[src/rtl/i2c_target_sync.sv]
// I2C target on the system clock: oversampled SCL/SDA, open-drain SDA (low-only),
// bytes mapped onto an 8-bit register file through an auto-incrementing pointer.
module i2c_target_sync #(
  parameter int SYNC_STAGES = 2
) (
  input  logic       clk,
  input  logic       rst_n,
  input  logic       scl_in,
  input  logic       sda_in,
  output logic       sda_oe,
  input  logic [6:0] slave_addr,
  output logic [7:0] reg_addr,
  output logic [7:0] reg_wdata,
  output logic       reg_we,
  output logic       reg_re,
  input  logic [7:0] reg_rdata,
  output logic       busy
);

  localparam int SS = (SYNC_STAGES < 2) ? 2 : SYNC_STAGES;

  typedef struct packed {
    logic scl_rise;
    logic scl_fall;
    logic start;
    logic stop;
  } bus_ev_t;

  typedef enum logic [3:0] {
    IDLE, RX_ADDR, ACK_ADDR, RX_PTR, RX_DATA, ACK_RX, TX_LOAD, TX_BYTE, WAIT_MACK
  } state_t;

  // [SS-1] is the synchronized level, [SS] the history flop used for edges
  logic [SS:0] scl_pipe, sda_pipe;
  logic        scl_s, scl_h, sda_s, sda_h;
  bus_ev_t     ev;

  always_ff @(posedge clk) begin
    if (!rst_n) begin
      scl_pipe <= '1;
      sda_pipe <= '1;
    end else begin
      scl_pipe <= {scl_pipe[SS-1:0], scl_in};
      sda_pipe <= {sda_pipe[SS-1:0], sda_in};
    end
  end

  assign scl_s = scl_pipe[SS-1];
  assign scl_h = scl_pipe[SS];
  assign sda_s = sda_pipe[SS-1];
  assign sda_h = sda_pipe[SS];

  always_comb begin
    ev          = '0;
    ev.scl_rise = scl_s & ~scl_h;
    ev.scl_fall = ~scl_s & scl_h;
    ev.start    = scl_s & scl_h & sda_h & ~sda_s;
    ev.stop     = scl_s & scl_h & ~sda_h & sda_s;
  end

  state_t     state;
  logic [2:0] bit_cnt;
  logic [7:0] shreg;
  logic [7:0] rdata_q;
  logic       rw;
  logic       ack_pend;   // 8th bit of a byte taken, ACK goes out on the next SCL fall
  logic       re_pend;
  logic       re_d;
  logic       inc_pend;
  logic [7:0] rx_byte;
  logic       last_bit;

  assign rx_byte  = {shreg[6:0], sda_s};
  assign last_bit = (bit_cnt == 3'd7);

  always_ff @(posedge clk) begin
    if (!rst_n) begin
      state     <= IDLE;
      bit_cnt   <= '0;
      shreg     <= '0;
      rdata_q   <= '0;
      rw        <= 1'b0;
      ack_pend  <= 1'b0;
      re_pend   <= 1'b0;
      re_d      <= 1'b0;
      inc_pend  <= 1'b0;
      sda_oe    <= 1'b0;
      reg_addr  <= '0;
      reg_wdata <= '0;
      reg_we    <= 1'b0;
      reg_re    <= 1'b0;
      busy      <= 1'b0;
    end else begin
      reg_we <= 1'b0;
      reg_re <= 1'b0;
      re_d   <= reg_re;
      if (re_d) rdata_q <= reg_rdata;
      // post-write pointer bump lands one clk after the reg_we strobe
      if (inc_pend) begin
        reg_addr <= reg_addr + 8'd1;
        inc_pend <= 1'b0;
      end

      if (ev.start) begin
        state    <= RX_ADDR;
        bit_cnt  <= '0;
        busy     <= 1'b1;
        sda_oe   <= 1'b0;
        ack_pend <= 1'b0;
        re_pend  <= 1'b0;
      end else if (ev.stop) begin
        state    <= IDLE;
        bit_cnt  <= '0;
        busy     <= 1'b0;
        sda_oe   <= 1'b0;
        ack_pend <= 1'b0;
        re_pend  <= 1'b0;
      end else begin
        if (re_pend) begin
          reg_re  <= 1'b1;
          re_pend <= 1'b0;
        end
        case (state)
          RX_ADDR, RX_PTR, RX_DATA: begin
            if (ev.scl_rise && !ack_pend) begin
              shreg   <= rx_byte;
              bit_cnt <= bit_cnt + 3'd1;
              if (last_bit) begin
                if (state == RX_ADDR) begin
                  if (rx_byte[7:1] == slave_addr) begin
                    rw       <= rx_byte[0];
                    ack_pend <= 1'b1;
                  end else begin
                    state <= IDLE;
                    busy  <= 1'b0;
                  end
                end else if (state == RX_PTR) begin
                  reg_addr <= rx_byte;
                  ack_pend <= 1'b1;
                end else begin
                  reg_wdata <= rx_byte;
                  reg_we    <= 1'b1;
                  inc_pend  <= 1'b1;
                  ack_pend  <= 1'b1;
                end
              end
            end else if (ev.scl_fall && ack_pend) begin
              ack_pend <= 1'b0;
              sda_oe   <= 1'b1;
              if (state == RX_ADDR) begin
                state  <= ACK_ADDR;
                reg_re <= rw;
              end else begin
                state <= ACK_RX;
              end
            end
          end
          ACK_ADDR: begin
            if (ev.scl_fall) begin
              bit_cnt <= '0;
              if (!rw) begin
                sda_oe <= 1'b0;
                state  <= RX_PTR;
              end else begin
                shreg  <= rdata_q;
                sda_oe <= ~rdata_q[7];
                state  <= TX_BYTE;
              end
            end
          end
          ACK_RX: begin
            if (ev.scl_fall) begin
              sda_oe  <= 1'b0;
              bit_cnt <= '0;
              state   <= RX_DATA;
            end
          end
          TX_LOAD: begin
            if (ev.scl_fall) begin
              shreg   <= rdata_q;
              sda_oe  <= ~rdata_q[7];
              bit_cnt <= '0;
              state   <= TX_BYTE;
            end
          end
          TX_BYTE: begin
            if (ev.scl_fall) begin
              if (last_bit) begin
                sda_oe <= 1'b0;
                state  <= WAIT_MACK;
              end else begin
                shreg   <= {shreg[6:0], 1'b0};
                sda_oe  <= ~shreg[6];
                bit_cnt <= bit_cnt + 3'd1;
              end
            end
          end
          WAIT_MACK: begin
            if (ev.scl_rise) begin
              if (!sda_s) begin
                reg_addr <= reg_addr + 8'd1;
                re_pend  <= 1'b1;
                state    <= TX_LOAD;
              end else begin
                state  <= IDLE;
                busy   <= 1'b0;
                sda_oe <= 1'b0;
              end
            end
          end
          default: ;
        endcase
      end
    end
  end

endmodule

[config.mk]
export PLATFORM = sky130hd
export DESIGN_NAME = i2c_target_sync
export DESIGN_NICKNAME = d
export VERILOG_FILES = /design/src/rtl/i2c_target_sync.sv
export SDC_FILE = /design/constraint.sdc
export NUM_CORES = 1
export LEC_CHECK = 0
export CORE_MARGIN = 3
export CORE_UTILIZATION = 66
export CTS_BUF_LIST = sky130_fd_sc_hd__clkbuf_4 sky130_fd_sc_hd__clkbuf_8
export CTS_CLUSTER_DIAMETER = 100
export CTS_CLUSTER_SIZE = 40
export DETAILED_ROUTE_END_ITERATION = 10
export DONT_BUFFER_PORTS = 1
export PLACE_DENSITY_LB_ADDON = 0.2
export SLEW_MARGIN = 20
export SYNTH_ARGS = -nofsm -noshare
export SYNTH_HDL_FRONTEND = slang
export SYNTH_SLANG_ARGS = --single-unit
[constraint.sdc]
create_clock -name clk -period 2.78 [get_ports clk]
set_clock_uncertainty 0.1 [all_clocks]
set_input_delay 0.278 -clock clk [delete_from_list [all_inputs] [get_ports clk]]
set_output_delay 0.278 -clock clk [all_outputs]
set_load 0.005 [all_outputs]
==> metrics, run 1 <==
Die X=73.3 um; LEAKAGE=1.23 nW; GRT overflow=0; fin util=74.5%; largest net degree at the start of global routing=23; flop-to-flop setup slack=410 ps; hold path start=rst_n; CP Depth=5; Initial Util=71.7%; CP bufs+invs=0; Die ar.=0.00538 mm2; R2R depth=5; RD Place Congestion=1.02; nets@finish=365; Peak VDD IR=486 uV; Iter 0 DRT Violations=359; Hold Fails Final Rpt=3; post-synth top area share=34.8%; TritonCTS Sinks=52; Met3 Wirelength=772 um; Finished Cell Area=0.00311 mm2; Final Slew Violations=0; top cells by count, synth=52 x dfxtp_1, 32 x nand2_1, 26 x nor2_1; number of flops mapped to enable cells by yosys=0; slowest stage delay, CP=710 ps; pwr/cell area=667 mW/mm2; crit path to=reg_addr[6]; antenna-violating nets left=0; fin cells=394; initial antenna violation count=0; largest delay contributor family on the critical path=simple AND/OR/NAND/NOR gates; most frequent cell after synthesis=dfxtp_1; met2 routed WL=3160 um; PortBufs=0; vias in the first global route=2441; Rows=23; hold path depth=2; min-delay worst type=in2reg; Setup TNS=0 ps; CP cell instances=or4b_1, nor2_1, and2_1, a221oi_1, o22ai_1; wire per inst=18.7 um; vias=2557; Vias per Instance=6.49; Synth area leader=dfxtp_1; Critical-path top delay cell=dfxtp_1; Root Driver=clkbuf_8; Max Fclk=0.421 GHz; Post-DP Area=0.00297 mm2; RSZ-0062 raised after global routing=no; core box area=0.00417 mm2; first-pass GRT wire length=11900 um; #FFs+latches synth=52; clk_lat worst skew=310 ps; worst endpoint required time=2910 ps; crit path from=state[3]; top post-synthesis cells by area=dfxtp_1 35%, mux2i_1 7.0%, nor2b_1 4.4%; max-cap violation count=0; Pwr Total=2.07 mW; mapped cell area=0.00299 mm2; gr usage total=28.4%; CTS tree=done; Min Hold Slack=-3.58 ps; Ys Warns=0; Post-Synthesis Cells=350; met1 WL=3260 um; Setup crit end kind=flip-flop; max layer used=met4; Arr. time, crit path=2500 ps; Post-synth top flop=dfxtp_1; Setup Crit Path Kind=reg2reg; layout cell share with drive strength beyond 1=8.72%; final critical-path share of the clock period=85.4%; crit start category=flip-flop; largest buffer count on any clock path=2; CP max FO=15; FF-to-FF Start=state[3]; sequential area share after synthesis=34.8%; cts repair resizes=0; Final WS setup=407 ps; Net Count, Synth=372; R2R Path End=reg_addr[6]; area growth from synthesis to layout=3.93%; area of the multi-input gates=0.00180 mm2; DRT Pass-1 Iters=5; Avg Cell Area, Syn=8.55 um2; Netlist cell types=58; TritonCTS buffer count=5; Post-synth ARST share=0%; final wirelength=7360 um; Placed Cells=382; Seq. cell area=0.00104 mm2; fill cell count=334; run status=finished, violations left; Antenna Cells=0; failing checks=negative hold slack; Worst Tran Pin Value=811 ps; DP Worst Slack=437 ps; # IOs=39; Post-DP HPWL=5040 um; min cycle time layout=2370 ps; Die H=73.3 um; Final setup viols=0; # DRC=0; H-tree level count=2; Max-slew headroom=45.7%; clk slew on worst S/H paths=100 ps
==> metal layers <==
metal | vias to the layer above | track usage, %
met1 | 1159 | 40.3
met5 | - | 0
met2 | 151 | 42.5
li1 | 1221 | -
met4 | 0 | 8.25
met3 | 26 | 7.39
==> final cells by class <==
| class | count | share of cell area, % |
|---|---|---|
| Multi-Input combinational cell | 268 | 58.0 |
| Sequential cell | 52 | 33.5 |
| Timing Repair Buffer | 10 | 2.74 |
| Clock buffer | 5 | 2.21 |
| Tap cell | 50 | 2.01 |
| Clock inverter | 3 | 0.885 |
| Inverter | 6 | 0.724 |
==> sequential cells by signal, summed over array words and instances, names as in the netlist <==
signal,cells
re_d,1
re_pend,1
reg_re,1
inc_pend,1
scl_pipe,3
reg_addr,8
state,4
sda_oe,1
sda_pipe,3
shreg,7
ack_pend,1
rw,1
reg_wdata,8
rdata_q,8
busy,1
bit_cnt,3
==> worst min-delay path by stage <==
stage / endpoint / slack, ps
2_1_floorplan: scl_pipe[0] / 280
3_5_place_dp: sda_pipe[0] / 260
6_report: busy / -4
3_3_place_gp: sda_pipe[1] / 250
4_1_cts: busy / 0.4
5_1_grt: busy / 0.4
==> cell families (layout without fill, tap and decap cells) <==
logic type	after synthesis	in the layout	share of synthesized area, %
AO/OA/AOI/OAI	80	80	19.8
XOR/XNOR	21	21	6.15
adder cells (fa/ha/maj)	3	3	1.25
buffers and inverters	30	24	4.97
flip-flops	52	52	34.8
multiplexers	22	22	7.40
AND/OR/NAND/NOR	142	142	25.7
==> cell usage in the layout (no fill, tap or decap), types with 3 or more instances in the layout <==
cell type      count
a211o_1            3
mux2i_1           21
dlygate4sd3_1      4
and2_1             3
ha_1               3
or3_1              4
a221oi_1           6
nor3_1            10
dfxtp_1           52
clkbuf_8           5
o21ai_0           18
o211a_1            7
nand2_1           32
xnor2_1            6
buf_4              6
nor2_1            26
o21ai_1            3
a21oi_1           11
nand2b_1          13
a22oi_1            3
nand4_1            4
nand3_1           14
o22ai_1            8
nor2b_1           21
xor2_1            15
inv_1              6
==> power by group <==
group | internal (mW) | switching, mW | leakage, nW
clock network | 0.185 | 0.268 | 0.0463
logic | 0.296 | 0.412 | 0.759
registers | 0.801 | 0.112 | 0.421
==> repair_timing <==
| item | CTS | global route |
|---|---|---|
| hold endpoints to repair | 22 | 0 |
| endpoints found under the setup margin | 0 | 0 |
| buffers inserted | 0 | 0 |
| hold buffers | 4 | 0 |
Power figures use the tool's default switching activity.
==> inputs of run 2 (changes only) <==
--- a/config.mk
+++ b/config.mk
@@ -12,7 +12,8 @@
 export CTS_CLUSTER_SIZE = 40
 export DETAILED_ROUTE_END_ITERATION = 10
 export DONT_BUFFER_PORTS = 1
-export PLACE_DENSITY_LB_ADDON = 0.2
+export PLACE_DENSITY = 0.81
+export REMOVE_ABC_BUFFERS = 1
 export SLEW_MARGIN = 20
 export SYNTH_ARGS = -nofsm -noshare
 export SYNTH_HDL_FRONTEND = slang
==> constraint.sdc (replaced) <==
create_clock -name clk -period 2.89 [get_ports clk]
set_clock_uncertainty 0.1 [all_clocks]
set_input_delay 0.289 -clock clk [delete_from_list [all_inputs] [get_ports clk]]
set_output_delay 0.289 -clock clk [all_outputs]
set_load 0.005 [all_outputs]
==> metrics, run 2 (same netlist as run 1, synthesis figures left out) <==
core box area=0.00417 mm2 (unchanged); wire per inst=18.0 um (-3.7%); Post-CTS Setup Inserts=0 (unchanged); LEAKAGE=1.22 nW (-0.25%); H-tree level count=2 (unchanged); worst endpoint required time=3000 ps (+90 ps); largest net degree at the start of global routing=29 (+26%); run status=finished clean; first-pass GRT wire length=11200 um (-5.6%); max-cap violation count=0 (unchanged); Final setup viols=0 (unchanged); Pwr Total=1.96 mW (-5.4%); initial antenna violation count=0 (unchanged); Max-slew headroom=54.9% (+9.1 points); TritonCTS Sinks=52 (unchanged); Final WS setup=426 ps (+18.7 ps); area growth from synthesis to layout=4.14%; largest buffer count on any clock path=2 (unchanged); Setup TNS=0 ps (unchanged); DP Worst Slack=472 ps (+34.5 ps); vias in the first global route=2294 (-6.0%); Peak VDD IR=402 uV (-17%); Post-DP Area=0.00296 mm2 (-0.50%); Arr. time, crit path=2580 ps (+80 ps); Max Fclk=0.406 GHz (-3.7%); hold_buf cts=5 (+1); Die X=73.3 um (unchanged); Regs by FF count=rdata_q (8), reg_addr (8), reg_wdata (8); clk slew on worst S/H paths=90 ps (about the same); final wirelength=7090 um (-3.7%); PortBufs=0 (unchanged); Die ar.=0.00538 mm2 (unchanged); nets@finish=365 (unchanged); Initial Util=71.7% (unchanged); Setup crit end kind=flip-flop; FF-to-FF Start=state[3]; Hold Fails Final Rpt=0 (-3); vias=2571 (+0.55%); # DRC=0 (unchanged); Post-DP HPWL=4860 um (-3.6%); min-delay worst type=in2reg; Worst Tran Pin Value=676 ps (-135 ps); antenna-violating nets left=0 (unchanged); CTS tree=done; fin util=74.7% (+0.15 points); layout cell share with drive strength beyond 1=8.14% (-0.58 points); Final Slew Violations=0 (unchanged); clk_lat worst skew=310 ps (about the same); # IOs=39 (unchanged); worst hold endpoint=busy; most common cell after layout, fill and taps aside=dfxtp_1; hold path start=rst_n; DRT Pass-1 Iters=5 (unchanged); GRT overflow=0 (unchanged); hold path depth=2 (unchanged); TritonCTS buffer count=5 (unchanged); flop-to-flop setup slack=430 ps (+20 ps); Rows=23 (unchanged); cts repair resizes=0 (unchanged); Iter 0 DRT Violations=172 (-52%); R2R Path End=shreg[2]; pwr/cell area=629 mW/mm2 (-5.6%); Root Driver=clkbuf_8; Setup Crit Path Kind=reg2reg; Vias per Instance=6.53 (+0.55%); crit start category=flip-flop; RSZ-0062 raised after global routing=no; CP max FO=14 (-1); Antenna Cells=0 (unchanged); most frequent cells in the layout=52 x dfxtp_1, 32 x nand2_1, 26 x nor2_1, 21 x mux2i_1, 21 x nor2b_1; R2R depth=6 (+1); RD Place Congestion=1.05 (+3.0%); Die H=73.3 um (unchanged); min cycle time layout=2460 ps (+91.3 ps); final critical-path share of the clock period=85.3% (-0.090 points); gr usage total=27.0% (-1.3 points); Finished Cell Area=0.00312 mm2 (+0.20%)
[run 2: cell types whose count changed in the layout (fill, tap and decap cells not counted)]
cell,previous run,this run
buf_4,6,4
dlygate4sd3_1,4,6
clkbuf_8,5,6
clkinv_4,1,0
clkinvlp_4,1,2
inv_8,1,0
[run 2: final cells by class]
cell class,instances,area [um2]
multi-input cells,268,1800
fillers,337,1060
flip-flops and latches,52,1040
repair buffers,10,90.1
clock buffers,6,82.6
well taps,50,62.6
inverters,6,22.5
clock inverters,2,15.0
[run 2: where the power goes]
group | internal (mW) | switching [mW]
registers | 0.771 | 0.116
clock network | 0.194 | 0.238
logic | 0.269 | 0.374
total | 1.23 | 0.728
[run 2: how the worst max path moves through the flow]
stage / start / to / slack [ps]
after floorplan: state[3] / state[0] / 800
after global placement: state[3] / shreg[3] / 530
final: state[3] / shreg[2] / 430
after detailed placement: state[3] / shreg[2] / 470
after CTS: state[3] / shreg[2] / 470
after global routing: state[1] / shreg[0] / 270
[run 2: per-stage QoR]
step           cells  hold slack, ps
2_1_floorplan    326             262
3_3_place_gp     380             267
3_5_place_dp     380             271
4_1_cts          393           0.109
5_1_grt          394            4.24
6_report         394            7.45
[run 2: critical path, stage by stage (launching register included)]
cell,delay [ps]
dfxtp_1,620
buf_4,260
nor4b_4,70
or2_1,410
a211oi_4,570
nand3_1,160
o211a_1,170
[run 2: layer usage]
layer | track usage, % | vias to the layer above | wire length, um
met5 | 0 | - | 0
met4 | 8.65 | 0 | 164
met3 | 6.57 | 21 | 550
met2 | 44.0 | 105 | 3360
met1 | 35.2 | 1220 | 3010
li1 | - | 1225 | -
==> inputs of run 3 (changes only) <==
--- a/config.mk
+++ b/config.mk
@@ -13,6 +13,7 @@
 export DETAILED_ROUTE_END_ITERATION = 10
 export DONT_BUFFER_PORTS = 1
 export PLACE_DENSITY = 0.81
+export RECOVER_POWER = 50
 export REMOVE_ABC_BUFFERS = 1
 export SLEW_MARGIN = 20
 export SYNTH_ARGS = -nofsm -noshare
==> metrics, run 3 (same netlist as run 1, synthesis figures left out) <==
DRT Pass-1 Iters=5 (unchanged); Die ar.=0.00538 mm2 (unchanged); cts repair resizes=0 (unchanged); pwr/cell area=630 mW/mm2 (+0.16%); Min Hold Slack=7.00 ps (-0.453 ps); Worst Tran Pin Value=696 ps (+20.1 ps); min-delay worst type=in2reg; max-cap violation count=0 (unchanged); most common cell after layout, fill and taps aside=dfxtp_1; gr usage total=27.0% (unchanged); P_sw=0.731 mW (+0.41%); layout cell share with drive strength beyond 1=7.85% (-0.29 points); grt met3 use=6.57% (unchanged); Die X=73.3 um (unchanged); H-tree level count=2 (unchanged); CTS tree=done; Hold Fails Final Rpt=0 (unchanged); area growth from synthesis to layout=4.14% (unchanged); Die H=73.3 um (unchanged); RSZ-0062 raised after global routing=no; PortBufs=0 (unchanged); TritonCTS buffer count=5 (unchanged); Setup TNS=0 ps (unchanged); fin util=74.7% (unchanged); Pwr Total=1.96 mW (+0.16%); largest net degree at the start of global routing=29 (unchanged); GR Util met1=35.2% (unchanged); GRT overflow=0 (unchanged); Switching Fraction=37.2% (+0.096 points); DP Worst Slack=472 ps (unchanged); most used routing layer=met2; Regs by FF count=rdata_q (8), reg_addr (8), reg_wdata (8); Logic pwr share=32.8% (about the same); sequential share of power=45.2% (about the same); Antenna Cells=0 (unchanged); most frequent cells in the layout=52 x dfxtp_1, 32 x nand2_1, 26 x nor2_1, 21 x mux2i_1, 21 x nor2b_1; Final setup viols=0 (unchanged); run status=finished clean; wire per inst=18.1 um (+0.65%); Max Fclk=0.407 GHz (+0.33%); initial antenna violation count=0 (unchanged); Vias per Instance=6.62 (+1.4%); Final Slew Violations=0 (unchanged); first-pass GRT wire length=11200 um (unchanged); crit start category=flip-flop; Clk pwr share=22.1% (about the same); Post-DP HPWL=4860 um (unchanged); CP max FO=14 (unchanged); internal power=1.23 mW (about the same); Peak VDD IR=401 uV (about the same); Rows=23 (unchanged); TritonCTS Sinks=52 (unchanged); vias=2607 (+1.4%); Post-CTS Setup Inserts=0 (unchanged); antenna-violating nets left=0 (unchanged); Setup Crit Path Kind=reg2reg; min cycle time layout=2460 ps (-8.06 ps); hold_buf cts=5 (unchanged); final critical-path share of the clock period=85.0% (-0.28 points); Initial Util=71.7% (unchanged); Final WS setup=434 ps (+8.06 ps); Max-slew headroom=53.5% (-1.3 points); core box area=0.00417 mm2 (unchanged); worst endpoint required time=3000 ps (about the same); fill cell count=337 (unchanged); LEAKAGE=1.23 nW (+0.25%); final wirelength=7130 um (+0.65%); Arr. time, crit path=2570 ps (about the same); vias in the first global route=2294 (unchanged); # DRC=0 (unchanged); Setup crit end kind=flip-flop; # IOs=39 (unchanged); Root Driver=clkbuf_8; RD Place Congestion=1.05 (unchanged); nets@finish=365 (unchanged); clk slew on worst S/H paths=90 ps (about the same); Iter 0 DRT Violations=188 (+9.3%); largest buffer count on any clock path=2 (unchanged); met2 Track Usage GR=44.0% (unchanged); clk_lat worst skew=310 ps (about the same)
## run 3: cell counts in the layout (fill, tap and decap cells not counted)
Identical to the previous run, type by type.
## run 3: final cells by class
class,count,area [um2],area share [%]
repair buffers,10,90.1,2.89
clock buffers,6,82.6,2.65
inverters,6,22.5,0.723
flip-flops and latches,52,1040,33.4
clock inverters,2,15.0,0.482
multi-input cells,268,1800,57.8
well taps,50,62.6,2.01
## run 3: worst max-delay path, stage by stage, from the launching register on
cell      delay [ps]
dfxtp_1          610
buf_4            260
nor4b_4           70
or2_1            410
a211oi_4         580
nand3_1          160
o211a_1          170
## run 3: layer usage
layer	part of all wire [%]	vias up
li1	-	1225
met1	42	1237
met2	47	127
met3	9.1	18
met4	2.0	0
met5	0	-
## run 3: power by group through the flow
stage	Combinational, mW	Sequential, mW	Clock, mW
after floorplan	0.482	0.869	0
after global placement	0.606	0.900	0
after detailed placement	0.613	0.902	0
after CTS	0.628	0.884	0.443
after global routing	0.707	0.894	0.472
final	0.644	0.887	0.433
## run 3: path summary, 6_finish.rpt
| check | startpoint | end | slack, ps | depth (start not counted) |
|---|---|---|---|---|
| min reg2reg | scl_pipe[0] | scl_pipe[1] | 320 | 1 |
| max | state[3] | shreg[2] | 430 | 6 |
| max reg2reg | state[3] | shreg[2] | 430 | 6 |
| min | rst_n | busy | 7 | 2 |
## run 3: stage by stage
stage               cells  instance area (um2)
floorplan             326                 2870
CTS                   393                 3110
global placement      380                 2960
global route          394                 3120
detailed placement    380                 2960
finish                394                 3120
